File: src/rtl/axi4_stream_pkg.sv
// Shared AXI4-Stream definitions: default beat record and FIFO width helper.
package axi4_stream_pkg;

  localparam int unsigned AXIS_DN = 1;
  localparam int unsigned AXIS_DW = 8;

  typedef logic [AXIS_DW-1:0] axis_dt_t;

  typedef struct packed {
    axis_dt_t [AXIS_DN-1:0] data;
    logic     [AXIS_DN-1:0] keep;
    logic                   last;
  } axis_beat_t;

  // Fill counter needs one extra bit so that full (2**aw) is representable.
  function automatic int unsigned fifo_cnt_width(input int unsigned aw);
    return aw + 1;
  endfunction

endpackage

File: src/rtl/axi4_stream_if.sv
// AXI4-Stream interface; d = sink side (data in), s = source side (data out).
interface axi4_stream_if
  import axi4_stream_pkg::*;
#(
  parameter int unsigned DN = AXIS_DN,
  parameter type         DT = axis_dt_t
) (
  input logic ACLK,
  input logic ARESETn
);

  logic            TVALID;
  logic            TREADY;
  DT    [DN-1:0]   TDATA;
  logic [DN-1:0]   TKEEP;
  logic            TLAST;

  modport d (
    input  ACLK, ARESETn, TVALID, TDATA, TKEEP, TLAST,
    output TREADY
  );

  modport s (
    input  TREADY,
    output TVALID, TDATA, TKEEP, TLAST
  );

endinterface

File: src/rtl/axi4_stream_fifo_mem.sv
// Beat storage for the stream FIFO: synchronous write, asynchronous read.
module axi4_stream_fifo_mem #(
  parameter int unsigned AW = 4,
  parameter int unsigned BW = 10
) (
  input  logic          clk,
  input  logic          we,
  input  logic [AW-1:0] waddr,
  input  logic [BW-1:0] wdata,
  input  logic [AW-1:0] raddr,
  output logic [BW-1:0] rdata
);

  localparam int unsigned DEPTH = 2 ** AW;

  logic [BW-1:0] mem [DEPTH];

  // Contents are deliberately not reset; the pointers define validity.
  always_ff @(posedge clk) begin
    if (we) begin
      mem[waddr] <= wdata;
    end
  end

  assign rdata = mem[raddr];

endmodule

File: src/rtl/axi4_stream_fifo.sv
// Synchronous first-word-fall-through AXI4-Stream FIFO with fill level and flush.
// Define AXI4_STREAM_FIFO_PKT_EN for store-and-forward packet mode.
module axi4_stream_fifo
  import axi4_stream_pkg::*;
#(
  parameter int unsigned DN = AXIS_DN,
  parameter type         DT = axis_dt_t,
  parameter int unsigned AW = 4,
  localparam int unsigned CW = fifo_cnt_width(AW)
) (
  axi4_stream_if.d       sti,
  axi4_stream_if.s       sto,
  input  logic           clr,
  output logic [CW-1:0]  cnt
);

  localparam int unsigned DEPTH = 2 ** AW;

  typedef struct packed {
    DT    [DN-1:0] data;
    logic [DN-1:0] keep;
    logic          last;
  } beat_t;

  localparam int unsigned BW = $bits(beat_t);

  logic [CW-1:0] wptr_q;
  logic [CW-1:0] rptr_q;
  logic          empty;
  logic          full;
  logic          push;
  logic          pop;
  logic          valid;
  beat_t         in_beat;
  beat_t         rd_beat;
  beat_t         out_beat;
  logic [BW-1:0] rd_raw;

  assign cnt   = wptr_q - rptr_q;
  assign empty = (cnt == '0);
  assign full  = (cnt == CW'(DEPTH));

  // No full-side bypass: a pop in the same cycle does not reopen TREADY.
  assign sti.TREADY = ~full & sti.ARESETn;

  assign push = sti.TVALID & sti.TREADY;
  assign pop  = valid & sto.TREADY;

  assign in_beat.data = sti.TDATA;
  assign in_beat.keep = sti.TKEEP;
  assign in_beat.last = sti.TLAST;

  axi4_stream_fifo_mem #(
    .AW (AW),
    .BW (BW)
  ) u_mem (
    .clk   (sti.ACLK),
    .we    (push & ~clr),
    .waddr (wptr_q[AW-1:0]),
    .wdata (in_beat),
    .raddr (rptr_q[AW-1:0]),
    .rdata (rd_raw)
  );

  assign rd_beat = rd_raw;

  // Pointers wrap naturally at CW bits; flush overrides any push/pop.
  always_ff @(posedge sti.ACLK) begin
    if (!sti.ARESETn || clr) begin
      wptr_q <= '0;
      rptr_q <= '0;
    end else begin
      if (push) begin
        wptr_q <= wptr_q + CW'(1);
      end
      if (pop) begin
        rptr_q <= rptr_q + CW'(1);
      end
    end
  end

`ifdef AXI4_STREAM_FIFO_PKT_EN
  logic [CW-1:0] pkt_q;

  // Number of complete packets (TLAST beats) currently held.
  always_ff @(posedge sti.ACLK) begin
    if (!sti.ARESETn || clr) begin
      pkt_q <= '0;
    end else begin
      unique case ({push & sti.TLAST, pop & rd_beat.last})
        2'b10:   pkt_q <= pkt_q + CW'(1);
        2'b01:   pkt_q <= pkt_q - CW'(1);
        default: pkt_q <= pkt_q;
      endcase
    end
  end

  // Full override releases an oversize packet instead of deadlocking.
  assign valid = ~empty & ((pkt_q != '0) | full);
`else
  assign valid = ~empty;
`endif

  assign out_beat = valid ? rd_beat : '0;

  assign sto.TVALID = valid;
  assign sto.TDATA  = out_beat.data;
  assign sto.TKEEP  = out_beat.keep;
  assign sto.TLAST  = out_beat.last;

endmodule

File: src/flat_wrapper.sv
// flat-port wrapper written by rule: the top's interface ports become plain ports
module axi4_stream_fifo_flat import axi4_stream_pkg::*;
#(
  parameter int unsigned DN = AXIS_DN,
  parameter type         DT = axis_dt_t,
  parameter int unsigned AW = 4,
  localparam int unsigned CW = fifo_cnt_width(AW)
)
  (clr, cnt, ACLK, ARESETn, sti_TVALID, sti_TDATA, sti_TKEEP, sti_TLAST, sti_TREADY, sto_TREADY, sto_TVALID, sto_TDATA, sto_TKEEP, sto_TLAST);
  axi4_stream_if #(.DN(DN), .DT(DT)) sti_i (.ACLK(ACLK), .ARESETn(ARESETn));
  axi4_stream_if #(.DN(DN), .DT(DT)) sto_i (.ACLK(ACLK), .ARESETn(ARESETn));
  input  logic clr;
  output logic [CW-1:0] cnt;
  input wire logic ACLK;
  input wire logic ARESETn;
  input wire logic [$bits(sti_i.TVALID)-1:0] sti_TVALID;
  input wire logic [$bits(sti_i.TDATA)-1:0] sti_TDATA;
  input wire logic [$bits(sti_i.TKEEP)-1:0] sti_TKEEP;
  input wire logic [$bits(sti_i.TLAST)-1:0] sti_TLAST;
  output wire logic [$bits(sti_i.TREADY)-1:0] sti_TREADY;
  input wire logic [$bits(sto_i.TREADY)-1:0] sto_TREADY;
  output wire logic [$bits(sto_i.TVALID)-1:0] sto_TVALID;
  output wire logic [$bits(sto_i.TDATA)-1:0] sto_TDATA;
  output wire logic [$bits(sto_i.TKEEP)-1:0] sto_TKEEP;
  output wire logic [$bits(sto_i.TLAST)-1:0] sto_TLAST;
  assign sti_i.TVALID = sti_TVALID;
  assign sti_i.TDATA = sti_TDATA;
  assign sti_i.TKEEP = sti_TKEEP;
  assign sti_i.TLAST = sti_TLAST;
  assign sti_TREADY = sti_i.TREADY;
  assign sto_i.TREADY = sto_TREADY;
  assign sto_TVALID = sto_i.TVALID;
  assign sto_TDATA = sto_i.TDATA;
  assign sto_TKEEP = sto_i.TKEEP;
  assign sto_TLAST = sto_i.TLAST;
  axi4_stream_fifo #(.DN(DN), .DT(DT), .AW(AW)) u_core (.sti(sti_i), .sto(sto_i), .clr(clr), .cnt(cnt));
endmodule
File: config.mk
export PLATFORM = sky130hd
export DESIGN_NAME = axi4_stream_fifo_flat
export DESIGN_NICKNAME = d
export VERILOG_FILES = /design/src/rtl/axi4_stream_pkg.sv /design/src/rtl/axi4_stream_if.sv /design/src/rtl/axi4_stream_fifo_mem.sv /design/src/rtl/axi4_stream_fifo.sv /design/src/flat_wrapper.sv
export SDC_FILE = /design/constraint.sdc
export NUM_CORES = 1
export LEC_CHECK = 0
export ABC_AREA = 1
export CORE_ASPECT_RATIO = 1.25
export CORE_MARGIN = 1
export CORE_UTILIZATION = 60
export CTS_CLUSTER_DIAMETER = 200
export CTS_CLUSTER_SIZE = 16
export DETAILED_ROUTE_END_ITERATION = 10
export HOLD_SLACK_MARGIN = 0.03
export PLACE_DENSITY = 0.79
export SYNTH_ARGS = -nofsm -noshare
export SYNTH_HDL_FRONTEND = slang
export SYNTH_SLANG_ARGS = --single-unit
File: constraint.sdc
create_clock -name ACLK -period 2.75 [get_ports ACLK]
set_input_delay 0.275 -clock ACLK [delete_from_list [all_inputs] [get_ports ACLK]]
set_output_delay 0.275 -clock ACLK [all_outputs]
set_load 0.02 [all_outputs]
==> impl_metrics.ini <==
[die]
num_rows = 44
initial_core_util = 0.6253
die_w_um = 101.1
die_area_um2 = 12730
io_pins = 32
die_h_um = 125.9
core_um2 = 11780

[final_layout]
drive_gt1_frac = 0.1732
final_cells = 877
syn2layout_area_growth_pct = 18.65
fin_util = 0.7419
multi_input_area_um2 = 2102
fillCellCount = 763
final_nets = 729
seq_area_um2 = 5087
n_antenna_cell = 0

[critical_path]
path_delay_family = adder cells
worst-path-stages = 11
crit_chain = inv_2 -> ha_4 -> inv_2 -> fa_2 -> or2_1 -> nor2_2 -> buf_4 -> nand3_4 -> inv_4 -> nor2_1 -> buf_4
r2r-start = u_core.rptr_q[0]
worstPathRequired_ps = 2480
max_stage_delay_ps = 430
cp.arrival_ps = 2440
crit_buf_inv = 5
cp_slowest_cell = fa_2
ff2ff_path_depth = 12
crit_path_end_kind = output port
r2r_end = u_core.u_mem.mem[12][9]
startpoint_type = flip-flop
r2r_slack_ps = 90
critPathMaxFanout = 5
critPathKind = reg -> out

[outcome]
status = complete, no violations

[synthesis]
syn-num-nets = 665
ys_seq_elements = 174
synth_cells = 640
async_flop_share = 0
synth-main-ff-cell = edfxtp_1
synth_area_per_cell_um2 = 11.51
yosys_warnings = 0
synth_edf_count = 160
synth_cell_type_count = 26
synth_area_um2 = 7367
seq_area_frac_synth = 0.6902

[global_routing]
grt_max_degree = 63
grt.total_usage = 0.2944
grt_pass1_vias = 5337
antenna_found_initial = 0
globalRouteOverflowTotal = 0
grt_pass1_wl_um = 27280

[place]
gp_congestion = 0.8836
io_buffers = 31
hpwl_um = 10770
place_inst = 841

[timing]
setup_tns_ps = 0
hold_viol = 0
rsz0062_at_grt = true
clock_skew_ps = 7.494
finalSetupViolCount = 0
hold_ws_ps = 549.4
slew_violations = 0
final_min_period_over_clock_period = 0.9881
fmax_mhz = 368.0
relSlewSlack = 0.5465
timing_worst_slew_pin_value_ps = 679.5
min_period_ps = 2717

[routing]
ant_nets = 0
num_vias = 5325
drtIter0Drc = 581
first_pass_iters = 5
via_per_inst = 6.072
drc = 0
routed_wl_um = 17820
wl_per_cell_um = 20.32

[hold_path]
hold_start = u_core.rptr_q[4]
hold_class = reg -> reg
hold_depth = 2
whs_endpoint = u_core.rptr_q[4]

[power_and_ir_drop]
p_per_area_nw_per_um2 = 649.7
peakVddDrop_uv = 463.2
p_leak_nw = 3.266

[clocking]
clockRootBuffer = clkbuf_16
cts_tree = done
postCtsHoldBufs = 0
htree_levels = 4
clock_tree.buffer_depth = 2
cts.reportedPaths.clkPinSlew_ps = 60
cts_inserted_buffers = 17
cts_sinks = 174
clock_latency_ps = 420

[run]
drv_cap = 0
==> worst min-delay path: stages (launching register included) <==
cell and delay (ps):
dfxtp_1 370, nand2_1 90, a21oi_1 50
==> metal layers <==
layer,part of all wire,GRT usage,up-vias,wire length (um)
li1,-,-,2393,-
met1,0.37,0.3621,2561,6542
met2,0.51,0.4902,310,9055
met3,0.082,0.05161,61,1453
met4,0.043,0.1645,0,767
met5,0,0,-,0
==> cell usage after synthesis (all sizes together) (4+ instances only) <==
cell type    n  area, um2
buf          9      52.55
a21oi       86      430.4
xor2         4      35.03
nand3       38      220.2
clkbuf      24      90.09
inv         28      105.1
a22oi       40      300.3
nand4        5      31.28
ha           9      112.6
nor2        39      178.9
dfxtp       14      280.3
edfxtp     160       4805
nand2      177      669.4
==> cell usage in the layout (no fill, tap or decap), drive strengths merged, types with 2 or more instances in the layout <==
cell type,instances
xnor2,2
clkinv,4
nand2,177
dfxtp,14
nand4,5
inv,32
nand3,38
buf,58
clkdlybuf4s50,18
clkinvlp,7
ha,9
a21oi,86
xor2,4
edfxtp,160
clkbuf,18
nor2,39
a22oi,40
==> cell families (layout without fill, tap and decap cells) <==
group / count (synthesis) / after routing / synth area share
fa+ha+maj: 10 / 10 / 0.01800
compound gates: 126 / 126 / 0.09918
xor+xnor: 6 / 6 / 0.007133
simple gates: 261 / 261 / 0.1508
flops: 174 / 174 / 0.6902
buf+inv: 63 / 139 / 0.03465
==> where the power goes <==
group / switching [mW] / leakage [nW] / internal [mW]
clock network: 0.984 / 0.245 / 1.24
logic: 0.338 / 1.47 / 0.211
registers: 0.00775 / 1.55 / 2.90
total: 1.33 / 3.27 / 4.35
==> through the flow <==
step | cell area, um2 | total power, mW | setup slack [ps]
floorplan | 7375 | 3.225 | 10.47
global placement | 8098 | 3.437 | -27.26
detailed placement | 8098 | 3.459 | -163.7
CTS | 8623 | 5.629 | 0.9341
global route | 8741 | 5.841 | -61.11
finish | 8741 | 5.679 | 32.73
==> worst max path at each step <==
stage                      from                       to  slack (ps)
2_1_floorplan  u_core.wptr_q[0]  u_core.u_mem.mem[12][0]          10
3_3_place_gp   u_core.wptr_q[0]             sto_TDATA[4]         -30
3_5_place_dp   u_core.wptr_q[0]                sto_TLAST        -160
4_1_cts        u_core.wptr_q[0]             sto_TDATA[1]         0.9
5_1_grt        u_core.wptr_q[0]             sto_TDATA[3]         -60
6_report       u_core.wptr_q[0]             sto_TDATA[3]          30
==> cell type report <==
cell class | instances | area share
sequential | 174 | 0.5820
multi-input combinational | 403 | 0.2405
timing repair buffer | 77 | 0.07773
clock buffer | 18 | 0.04910
tap | 161 | 0.02305
clock inverter | 13 | 0.01346
inverter | 30 | 0.01346
timing repair inverter | 1 | 0.0007157
==> registers in the layout, summed over array words and instances (netlist names), named ones only <==
name and flops:
u_core.u_mem.mem 160, u_core.rptr_q 5, u_core.wptr_q 5
==> timing repair <==
item                       CTS  global route
cloned                       0             1
resized for setup           60            27
buffers inserted             1             3
pin swaps                    2             4
setup endpoints to repair   64           174
No activity file was read; power rests on OpenSTA's default activity.
